<file path="src/rtl/uart_pkg.sv">
// Shared constants and types for the oversampling UART receiver.
// Holds FSM encodings, oversampling geometry and the majority helper.
package uart_pkg;

  typedef enum logic [1:0] {
    IDLE,
    START,
    DATA,
    STOP
  } state_e;

  localparam int OVS       = 16;
  localparam int SAMPLE_LO = 7;
  localparam int SAMPLE_HI = 9;
  localparam int DATA_BITS = 8;

  function automatic logic maj3(
    input logic a,
    input logic b,
    input logic c
  );
    return (a & b) | (a & c) | (b & c);
  endfunction

endpackage

</file>
<file path="src/rtl/uart_rx_ovs_if.sv">
// Receiver output bundle: data, done/err pulses and busy flag.
// master drives (receiver), slave observes (consumer).
interface uart_rx_ovs_if;
  import uart_pkg::*;

  logic [DATA_BITS-1:0] o_rx_data;
  logic                 o_rx_done;
  logic                 o_rx_busy;
  logic                 o_frame_err;

  modport master (
    output o_rx_data,
    output o_rx_done,
    output o_rx_busy,
    output o_frame_err
  );

  modport slave (
    input o_rx_data,
    input o_rx_done,
    input o_rx_busy,
    input o_frame_err
  );

endinterface

</file>
<file path="src/rtl/uart_rx_ovs_sync_ff.sv">
// STAGES-deep single-bit synchronizer, resets to 1 (idle line).
// Ports: clk, reset (async high), d_i async in, q_o synchronized out.
module sync_ff #(
  parameter int STAGES = 2
) (
  input  logic clk,
  input  logic reset,
  input  logic d_i,
  output logic q_o
);

  logic [STAGES-1:0] sync_q;

  always_ff @(posedge clk or posedge reset) begin
    if (reset) begin
      sync_q <= '1;
    end else begin
      sync_q <= {sync_q[STAGES-2:0], d_i};
    end
  end

  assign q_o = sync_q[STAGES-1];

endmodule

</file>
<file path="src/rtl/uart_rx_ovs.sv">
// 16x oversampling UART receiver, 8N1, 2-of-3 majority per bit.
// Ports: clk, reset, baud_tick, i_rx; outputs via rx_if (master).
module uart_rx_ovs
  import uart_pkg::*;
#(
  parameter int SYNC_STAGES = 2
) (
  input  logic          clk,
  input  logic          reset,
  input  logic          baud_tick,
  input  logic          i_rx,
  uart_rx_ovs_if.master rx_if
);

  logic                 rx_s;
  state_e               state_q;
  logic [3:0]           tick_q;
  logic [3:0]           tick_d;
  logic [2:0]           bit_q;
  logic [1:0]           smp_q;
  logic                 bit_d;
  logic                 armed_q;
  logic [DATA_BITS-1:0] shreg_q;
  logic [DATA_BITS-1:0] data_q;
  logic                 done_q;
  logic                 err_q;
  logic                 busy_q;

  sync_ff #(
    .STAGES(SYNC_STAGES)
  ) u_sync (
    .clk  (clk),
    .reset(reset),
    .d_i  (i_rx),
    .q_o  (rx_s)
  );

  // tick_q holds the index of the last processed tick in the bit;
  // the start-detect tick is index 0, and the 4-bit wrap from 15
  // makes the first tick of the next bit index 0.
  assign tick_d = tick_q + 4'd1;
  assign bit_d  = maj3(smp_q[1], smp_q[0], rx_s);

  always_ff @(posedge clk or posedge reset) begin
    if (reset) begin
      state_q <= IDLE;
      tick_q  <= '0;
      bit_q   <= '0;
      smp_q   <= '0;
      armed_q <= 1'b0;
      shreg_q <= '0;
      data_q  <= '0;
      done_q  <= 1'b0;
      err_q   <= 1'b0;
      busy_q  <= 1'b0;
    end else begin
      done_q <= 1'b0;
      err_q  <= 1'b0;
      if (baud_tick) begin
        if (state_q != IDLE) begin
          tick_q <= tick_d;
          if (tick_d == 4'(SAMPLE_LO))
            smp_q[1] <= rx_s;
          if (tick_d == 4'(SAMPLE_LO + 1))
            smp_q[0] <= rx_s;
        end
        unique case (state_q)
          IDLE: begin
            if (rx_s) begin
              armed_q <= 1'b1;
            end else if (armed_q) begin
              state_q <= START;
              tick_q  <= '0;
              busy_q  <= 1'b1;
            end
          end
          START: begin
            if (tick_d == 4'(SAMPLE_HI) && bit_d) begin
              state_q <= IDLE;
              tick_q  <= '0;
              busy_q  <= 1'b0;
            end else if (tick_d == 4'(OVS - 1)) begin
              state_q <= DATA;
              bit_q   <= '0;
            end
          end
          DATA: begin
            if (tick_d == 4'(SAMPLE_HI))
              shreg_q <= {bit_d, shreg_q[DATA_BITS-1:1]};
            if (tick_d == 4'(OVS - 1)) begin
              if (bit_q == 3'(DATA_BITS - 1))
                state_q <= STOP;
              else
                bit_q <= bit_q + 3'd1;
            end
          end
          STOP: begin
            // Leave mid-stop so an early next start edge is caught.
            if (tick_d == 4'(SAMPLE_HI)) begin
              state_q <= IDLE;
              tick_q  <= '0;
              busy_q  <= 1'b0;
              if (bit_d) begin
                data_q <= shreg_q;
                done_q <= 1'b1;
              end else begin
                err_q   <= 1'b1;
                armed_q <= 1'b0;
              end
            end
          end
          default: state_q <= IDLE;
        endcase
      end
    end
  end

  assign rx_if.o_rx_data   = data_q;
  assign rx_if.o_rx_done   = done_q;
  assign rx_if.o_rx_busy   = busy_q;
  assign rx_if.o_frame_err = err_q;

endmodule

</file>
<file path="src/flat_wrapper.sv">
// flat-port wrapper written by rule: the top's interface ports become plain ports
module uart_rx_ovs_flat import uart_pkg::*;
#(
  parameter int SYNC_STAGES = 2
)
  (clk, reset, baud_tick, i_rx, rx_if_o_rx_data, rx_if_o_rx_done, rx_if_o_rx_busy, rx_if_o_frame_err);
  uart_rx_ovs_if rx_if_i ();
  input  logic clk;
  input  logic reset;
  input  logic baud_tick;
  input  logic i_rx;
  output wire logic [$bits(rx_if_i.o_rx_data)-1:0] rx_if_o_rx_data;
  output wire logic [$bits(rx_if_i.o_rx_done)-1:0] rx_if_o_rx_done;
  output wire logic [$bits(rx_if_i.o_rx_busy)-1:0] rx_if_o_rx_busy;
  output wire logic [$bits(rx_if_i.o_frame_err)-1:0] rx_if_o_frame_err;
  assign rx_if_o_rx_data = rx_if_i.o_rx_data;
  assign rx_if_o_rx_done = rx_if_i.o_rx_done;
  assign rx_if_o_rx_busy = rx_if_i.o_rx_busy;
  assign rx_if_o_frame_err = rx_if_i.o_frame_err;
  uart_rx_ovs #(.SYNC_STAGES(SYNC_STAGES)) u_core (.clk(clk), .reset(reset), .baud_tick(baud_tick), .i_rx(i_rx), .rx_if(rx_if_i));
endmodule
</file>
<file path="config.mk">
export PLATFORM = sky130hd
export DESIGN_NAME = uart_rx_ovs_flat
export DESIGN_NICKNAME = d
export VERILOG_FILES = /design/src/rtl/uart_pkg.sv /design/src/rtl/uart_rx_ovs_if.sv /design/src/rtl/uart_rx_ovs_sync_ff.sv /design/src/rtl/uart_rx_ovs.sv /design/src/flat_wrapper.sv
export SDC_FILE = /design/constraint.sdc
export NUM_CORES = 1
export LEC_CHECK = 0
export ABC_AREA = 1
export CORE_ASPECT_RATIO = 1.2
export CORE_UTILIZATION = 45
export CTS_CLUSTER_DIAMETER = 60
export CTS_CLUSTER_SIZE = 8
export DETAILED_ROUTE_END_ITERATION = 10
export DONT_BUFFER_PORTS = 1
export PLACE_DENSITY = 0.57
export SLEW_MARGIN = 40
export SYNTH_ARGS = -nofsm -noshare
export SYNTH_HDL_FRONTEND = slang
export SYNTH_SLANG_ARGS = --single-unit
</file>
<file path="constraint.sdc">
create_clock -name clk -period 1.8 [get_ports clk]
set_input_delay 0.36 -clock clk [delete_from_list [all_inputs] [get_ports clk]]
set_output_delay 0.36 -clock clk [all_outputs]
set_load 0.02 [all_outputs]
</file>
==> run_results.csv, run 1 <==
group,metric,value,unit
status,run_status,"finished, final reports clean",
floorplanning,core.rowCount,24,
global_routing,grt_max_degree,34,
synthesis,ys_dominant_reg_cell,"sky130_fd_sc_hd__dfrtp_1",
floorplanning,die_x,58.7,µm
worst_setup_path,rr_endpoint,"u_core.rx_if.o_rx_data[5]",
worst_setup_path,slowest_cell_on_the_critical_path,"sky130_fd_sc_hd__dfrtp_2",
floorplanning,pin_count,15,
synthesis,yosys-top-cells-area,"sky130_fd_sc_hd__dfrtp_1 45%, sky130_fd_sc_hd__nand2_1 11%, sky130_fd_sc_hd__ha_1 7.9%",
cts,path_clk_slew,0.07,ns
synthesis,seq_area_frac_synth,47.7,%
worst_setup_path,cp.required,1.98,ns
floorplanning,initial_core_util,47.4,%
power,power_switching,881,µW
routing,wire_per_inst,11.7,µm
routing,dr_pass1_iterations,4,
layout,fillerInstances,346,
synthesis,async_flop_share,100,%
synthesis,post-synth-top-count-cell,"sky130_fd_sc_hd__nand2_1",
placement,placed_cells_incl_taps,251,
cts,cts_sinks,33,
worst_setup_path,end_kind,"flop",
floorplanning,die_h,70.0,µm
synthesis,synth_enable_flop_cells,0,
routing,drt-initial-drc-count,48,
global_routing,global_route.usage.met3,4.81,%
synthesis,ys_ff_latch,33,
synthesis,synth_largest_area_cell,"sky130_fd_sc_hd__dfrtp_1",
timing,slew_of_the_pin_with_the_lowest_slew_margin,0.408,ns
power,power_density,1270,nW/µm²
floorplanning,core_area,3660,µm²
power,power.clock.fraction,28.6,%
cts,root_buffer,"sky130_fd_sc_hd__clkbuf_8",
timing,post-route-min-period,1.70,ns
synthesis,post_synth_instance_area,1740,µm²
worst_setup_path,crit_chain,"ha_1, inv_1, nand2_1, nand2_4, nand4_2, or2_1, buf_12, nand2_1, o21ai_2",
synthesis,synth_common_cells,"50 x sky130_fd_sc_hd__nand2_1, 31 x sky130_fd_sc_hd__dfrtp_1, 29 x sky130_fd_sc_hd__inv_1, 18 x sky130_fd_sc_hd__o21ai_0, 11 x sky130_fd_sc_hd__ha_1",
cts,clk_latency,0.28,ns
global_routing,grt_pass1_wl,5500,µm
worst_setup_path,timing.critical_path.from_type,"flop",
global_routing,groute.layer.met1.usage,20.5,%
worst_setup_path,worstReg2RegStart,"u_core.tick_q[0]",
layout,layout.cells.non_filler,260,
synthesis,ys_types,23,
global_routing,grt_antenna_before_repair,0,
synthesis,syn_avg_cell_area,8.81,µm²
routing,route.detailed.drc,0,
timing,setup_viol,0,
routing,drt.antenna.violating_nets,0,
global_routing,met2_usage,30.4,%
worst_setup_path,crit_path_most_repeated_cell,"sky130_fd_sc_hd__nand2_1",
power,peak_ir_drop_on_the_vdd_network,0.733,mV
floorplanning,fp.dieArea,4110,µm²
worst_setup_path,max_stage_delay,0.45,ns
timing,rsz0062_at_grt,"true",
power,comb_power_share,33.6,%
timing,number_of_slew_limit_violations_in_the_final_report,0,
synthesis,synth_nets,212,
layout,num-nets-final,222,
global_routing,globalRoute.busiestLayer,"met2",
worst_setup_path,worst-endpoint-arrival,1.88,ns
worst_setup_path,ff2ff_path_depth,9,
timing,crit_share_post_route,94.5,%
hold_path,hp-class,"in -> async",
routing,route.final.wire_length,3050,µm
synthesis,synthCells,197,
layout,antenna-diode-count,0,
worst_setup_path,crit_path_max_fanout,16,
cts,clockBufferDepth,2,
timing,skew,0.00241,ns
synthesis,synth-warning-count,0,
timing,clock.fmax,0.588,GHz
cts,cts_made_buffers,5,
cts,cts_tree,"yes",
routing,detail_route.vias_per_cell,4.85,
placement,place.port_buffers,0,
global_routing,grtUsageTotal,18.0,%
worst_setup_path,worst-setup-path-type,"reg -> reg",
routing,vias,1261,
power,cell_internal_pwr,1.62,mW
placement,place.gp.congestion,0.853,
synthesis,synth_top_area_share,44.7,%
worst_setup_path,worst-r2r-setup-slack,0.1,ns
power,power.static_leakage,0.946,nW
layout,areaGrowthSynthToFinish,13.6,%
global_routing,first_global_vias,1289,
layout,share_of_cells_above_drive_strength_1,21.6,%
power,pwr-share-seq,37.8,%
placement,place_hpwl,2200,µm
power,power_switching_share,35.2,%
cts,cts-htree-levels,2,
timing,hold_slack,0.0457,ns
flow_run,maxCapViolCount,0,
timing,finalHoldViolations,0,
global_routing,grt_residual_overflow,0,
timing,worst_slew_margin_rel,72.8,%
[routing by layer]
metal | wire, µm | vias up
li1 | - | 645
met1 | 1280 | 591
met5 | 0 | -
met2 | 1590 | 18
met4 | 73 | 0
met3 | 110 | 7
[cell type report]
cell class | count | area, µm² | share of cell area [%]
clock inverters | 1 | 30.0 | 1.52
multi-input cells | 129 | 773 | 39.2
repair buffers | 8 | 72.6 | 3.68
clock buffers | 7 | 86.3 | 4.38
flip-flops and latches | 33 | 832 | 42.2
well taps | 52 | 65.1 | 3.30
inverters | 30 | 113 | 5.71
[worst max-delay path: cells and delay by family, from the launching register on]
family	cells	cell delay [ns]
compound gates	1	0.05
flops	1	0.45
buf+inv	2	0.21
fa+ha+maj	1	0.22
simple gates	5	0.66
[stage by stage]
step / area (µm²) / power (mW) / setup TNS, ns / utilization, % / setup slack [ns]
after global placement: 1810 / 1.69 / 0 / 49.3 / 0.125
after CTS: 1920 / 2.44 / 0 / 52.5 / 0.0456
final: 1970 / 2.50 / 0 / 53.8 / 0.0982
after global routing: 1970 / 2.70 / -0.0193 / 53.8 / -0.0161
after floorplan: 1740 / 1.50 / 0 / - / 0.136
after detailed placement: 1810 / 1.71 / 0 / 49.3 / 0.0589
[registers in the layout (all words and copies together) (netlist names), named ones only]
register	cells
u_core.armed_q	1
u_core.shreg_q	8
u_core.rx_if.o_frame_err	1
u_core.tick_q	4
u_core.bit_q	3
u_core.u_sync.sync_q	2
u_core.rx_if.o_rx_data	8
u_core.rx_if.o_rx_done	1
u_core.state_q	1
u_core.smp_q	2
u_core.rx_if.o_rx_busy	1
[power by group through the flow]
stage,sequential (mW),clock (mW),combinational (mW)
floorplan,0.941,0,0.555
global placement,0.944,0,0.747
detailed placement,0.952,0,0.759
CTS,0.938,0.735,0.763
global route,0.963,0.763,0.977
finish,0.946,0.716,0.840
[worst max path at each step]
stage / start / endpoint / cells past startpoint
finish: u_core.tick_q[0] / u_core.rx_if.o_rx_data[5] / 9
global route: u_core.tick_q[0] / u_core.state_q[0] / 11
CTS: u_core.tick_q[0] / u_core.bit_q[2] / 9
detailed placement: u_core.tick_q[0] / u_core.bit_q[2] / 9
global placement: u_core.tick_q[0] / flop / 11
floorplan: u_core.state_q[0] / u_core.state_q[0] / 13
[what timing repair did]
item,in CTS,in global routing
setup buffers,0,1
gates resized for setup,0,15
hold buffers,0,0
setup endpoints to repair,0,14
[cell usage in the layout (no fill, tap or decap), types with 6 or more instances in the layout]
master	instances
sky130_fd_sc_hd__nor2_1	6
sky130_fd_sc_hd__ha_1	10
sky130_fd_sc_hd__o21ai_2	8
sky130_fd_sc_hd__inv_1	28
sky130_fd_sc_hd__o21ai_1	7
sky130_fd_sc_hd__nand3_1	8
sky130_fd_sc_hd__dfrtp_1	28
sky130_fd_sc_hd__nand2_1	50
sky130_fd_sc_hd__o21ai_0	16
sky130_fd_sc_hd__buf_4	7
sky130_fd_sc_hd__clkbuf_8	6
[cells by family (layout without fill, tap and decap cells)]
family | after synthesis | in the layout | synth area share (%)
compound gates | 35 | 35 | 11.6
flops | 33 | 33 | 47.7
xor+xnor | 1 | 1 | 0.505
fa+ha+maj | 11 | 11 | 7.93
simple gates | 82 | 82 | 22.3
buf+inv | 35 | 46 | 9.95
Power figures use the tool's default switching activity.
==> inputs of run 2 (changes only) <==
--- a/config.mk
+++ b/config.mk
@@ -5,8 +5,8 @@
 export SDC_FILE = /design/constraint.sdc
 export NUM_CORES = 1
 export LEC_CHECK = 0
-export ABC_AREA = 1
 export CORE_ASPECT_RATIO = 1.2
+export CORE_MARGIN = 2
 export CORE_UTILIZATION = 45
 export CTS_CLUSTER_DIAMETER = 60
 export CTS_CLUSTER_SIZE = 8
@@ -17,3 +17,4 @@
 export SYNTH_ARGS = -nofsm -noshare
 export SYNTH_HDL_FRONTEND = slang
 export SYNTH_SLANG_ARGS = --single-unit
+export TNS_END_PERCENT = 50
==> run 2 against run 1 <==
Net effect:
- the flow now finishes with violations (setup timing)
- sequential power down 9.5%
- routed wire length up 21%
- first-iteration DRC count down 27%
- hold slack better by 0.0061 ns
- flip-flop and latch count unchanged
- global-route usage up 1.5 points
- die area up 8.1%
- critical path depth down 3
- clock skew up 0.0048 ns
- synthesized cell count down 25%
- worst setup slack worse by 0.16 ns
- clock power up 3%
- critical endpoint is now u_core.shreg_q[2]
==> run_results.csv, run 2 <==
group,metric,value,unit
synthesis,synthCells,148,
synthesis,yosys-top-cells-area,"sky130_fd_sc_hd__dfrtp_1 44%, sky130_fd_sc_hd__mux2_2 11%, sky130_fd_sc_hd__ha_1 7.8%",
routing,drt-initial-drc-count,35,
timing,worst_slew_margin_rel,71.6,%
status,run_status,"finished, violations left",
cts,clk_latency,0.29,ns
timing,hold_slack,0.0518,ns
synthesis,async_flop_share,100,%
synthesis,ys_dominant_reg_cell,"sky130_fd_sc_hd__dfrtp_1",
synthesis,seq_area_frac_synth,46.9,%
flow_run,maxCapViolCount,0,
synthesis,synth_nets,163,
power,power.static_leakage,1.13,nW
placement,place_hpwl,2490,µm
routing,detail_route.vias_per_cell,5.27,
layout,areaGrowthSynthToFinish,29.7,%
worst_setup_path,timing.critical_path.from_type,"flop",
floorplanning,initial_core_util,47.8,%
worst_setup_path,crit_path_max_fanout,8,
cts,path_clk_slew,0.07,ns
synthesis,synth-warning-count,0,
global_routing,grtUsageTotal,19.5,%
synthesis,synth_largest_area_cell,"sky130_fd_sc_hd__dfrtp_1",
timing,post-route-min-period,1.87,ns
worst_setup_path,worst-endpoint-arrival,2.04,ns
power,p_total,2.54,mW
synthesis,syn_avg_cell_area,11.9,µm²
power,peak_ir_drop_on_the_vdd_network,0.689,mV
power,power_density,1110,nW/µm²
placement,place.port_buffers,0,
synthesis,synth_enable_flop_cells,0,
cts,cts_tree,"yes",
floorplanning,die_x,61.2,µm
timing,finalHoldViolations,0,
timing,number_of_slew_limit_violations_in_the_final_report,0,
routing,dr_pass1_iterations,4,
synthesis,ys_types,45,
routing,wire_per_inst,15.9,µm
worst_setup_path,end_kind,"flop",
synthesis,post-synth-top-count-cell,"sky130_fd_sc_hd__dfrtp_1",
routing,vias,1227,
synthesis,synth_top_area_share,43.9,%
layout,antenna-diode-count,0,
timing,skew,0.00726,ns
routing,route.detailed.drc,0,
status,violations,"setup timing",
timing,clock.fmax,0.536,GHz
layout,num-nets-final,195,
floorplanning,die_h,72.6,µm
layout,final_cell_mix,"29 x sky130_fd_sc_hd__dfrtp_1, 28 x sky130_fd_sc_hd__buf_4, 13 x sky130_fd_sc_hd__mux2_4, 10 x sky130_fd_sc_hd__nand2_1, 9 x sky130_fd_sc_hd__ha_1",
global_routing,first_global_vias,1369,
synthesis,ys_ff_latch,33,
floorplanning,pin_count,15,
global_routing,grt_max_degree,34,
cts,cts_hold_buf,0,
timing,setup_ws,-0.0662,ns
worst_setup_path,worst-setup-path-type,"reg -> reg",
cts,cts_sinks,33,
cts,clockBufferDepth,2,
floorplanning,fp.dieArea,4440,µm²
placement,place_ws,-0.137,ns
routing,drt.antenna.violating_nets,0,
global_routing,grt_residual_overflow,0,
cts,root_buffer,"sky130_fd_sc_hd__clkbuf_8",
layout,share_of_cells_above_drive_strength_1,46.4,%
floorplanning,core.rowCount,24,
timing,crit_share_post_route,104,%
timing,rsz0062_at_grt,"true",
synthesis,post_synth_instance_area,1770,µm²
worst_setup_path,cp.required,1.97,ns
cts,cts-htree-levels,2,
global_routing,grt_antenna_before_repair,0,
floorplanning,core_area,3690,µm²
cts,cts_made_buffers,5,
global_routing,grt_pass1_wl,6240,µm
layout,fillerInstances,319,
routing,route.final.wire_length,3700,µm
hold_path,hp-class,"in -> async",
layout,commonest_non_fill_non_tap_cell_in_the_layout,"sky130_fd_sc_hd__dfrtp_1",
timing,setup-tns-final,-0.937,ns
timing,slew_of_the_pin_with_the_lowest_slew_margin,0.426,ns
placement,place.gp.congestion,0.849,
synthesis,synth_common_cells,"31 x sky130_fd_sc_hd__dfrtp_1, 18 x sky130_fd_sc_hd__mux2_2, 11 x sky130_fd_sc_hd__ha_1, 10 x sky130_fd_sc_hd__nand2_1, 9 x sky130_fd_sc_hd__nor2_1",
timing,setup_viol,20,
-- run 2: path summary, 6_finish.rpt --
path / startpoint / to / slack (ns) / cells past startpoint
min reg2reg: u_core.u_sync.sync_q[0] / u_core.u_sync.sync_q[1] / 0.36 / 0
max reg2reg: u_core.tick_q[1] / u_core.shreg_q[2] / -0.07 / 6
max: u_core.tick_q[1] / u_core.shreg_q[2] / -0.07 / 6
max in group asynchronous: reset / u_core.u_sync.sync_q[0] / 1.41 / 2
min: reset / u_core.rx_if.o_rx_data[2] / 0.05 / 2
min in group clk: i_rx / u_core.u_sync.sync_q[0] / 0.07 / 0
-- run 2: cell families (layout without fill, tap and decap cells) --
logic type                 Yosys count  after routing  synth area share (%)
muxes                               19             19                  12.0
buffers and inverters               12             44                  3.83
DFF                                 33             33                  46.9
xor gates and xnor gates             3              3                  1.49
and+or+nand+nor                     44             45                  15.2
adders and majority gates           12             12                  8.36
AOI/OAI and AO/OA                   25             25                  12.1
-- run 2: worst max-delay path, stage by stage (launching register included) --
cell	delay (ns)
sky130_fd_sc_hd__dfrtp_2	0.45
sky130_fd_sc_hd__ha_4	0.18
sky130_fd_sc_hd__and2_4	0.13
sky130_fd_sc_hd__a21o_4	0.21
sky130_fd_sc_hd__a31o_4	0.27
sky130_fd_sc_hd__nand3_4	0.18
sky130_fd_sc_hd__mux2_4	0.32
-- run 2: stage by stage --
| stage | instance area [µm²] | util, % | instances |
|---|---|---|---|
| 3_3_place_gp | 2030 | 55.0 | 221 |
| 2_1_floorplan | 1820 | - | 148 |
| 5_1_grt | 2290 | 62.0 | 233 |
| 6_report | 2290 | 62.0 | 233 |
| 3_5_place_dp | 2030 | 55.0 | 221 |
| 4_1_cts | 2230 | 60.4 | 233 |
-- run 2: where the power goes --
group	internal (mW)	switching (mW)
Sequential	0.798	0.0583
Combinational	0.468	0.485
Clock	0.450	0.285
-- run 2: metal layers --
metal  vias up  part of all wire, %  track usage (%)
li1        596                    -                -
met1       609                   43             23.7
met2        14                   52             31.6
met3         8                  3.3             5.67
met4         0                  1.9             8.45
met5         -                    0                0
-- run 2: final cells by class --
| class | count | area [µm²] | area share, % |
|---|---|---|---|
| inverter | 8 | 30.0 | 1.31 |
| multi-input combinational | 104 | 1030 | 45.1 |
| sequential | 33 | 831 | 36.3 |
| timing repair buffer | 28 | 210 | 9.18 |
| tap | 52 | 65.1 | 2.84 |
| clock buffer | 6 | 82.6 | 3.61 |
| clock inverter | 2 | 37.5 | 1.64 |
-- run 2: repair_timing --
| item | CTS | global route |
|---|---|---|
| cloned | 1 | 0 |
| pin swaps | 14 | 12 |
| resized for setup | 10 | 16 |
| setup endpoints to repair | 25 | 28 |
| buffers inserted | 3 | 0 |
==> inputs of run 3 (changes only) <==
--- a/config.mk
+++ b/config.mk
@@ -8,7 +8,7 @@
 export CORE_ASPECT_RATIO = 1.2
 export CORE_MARGIN = 2
 export CORE_UTILIZATION = 45
-export CTS_CLUSTER_DIAMETER = 60
+export CTS_CLUSTER_DIAMETER = 100
 export CTS_CLUSTER_SIZE = 8
 export DETAILED_ROUTE_END_ITERATION = 10
 export DONT_BUFFER_PORTS = 1
==> results of run 3 <==
Same layout as run 2: the final DEF is identical, and so are final timing and power.
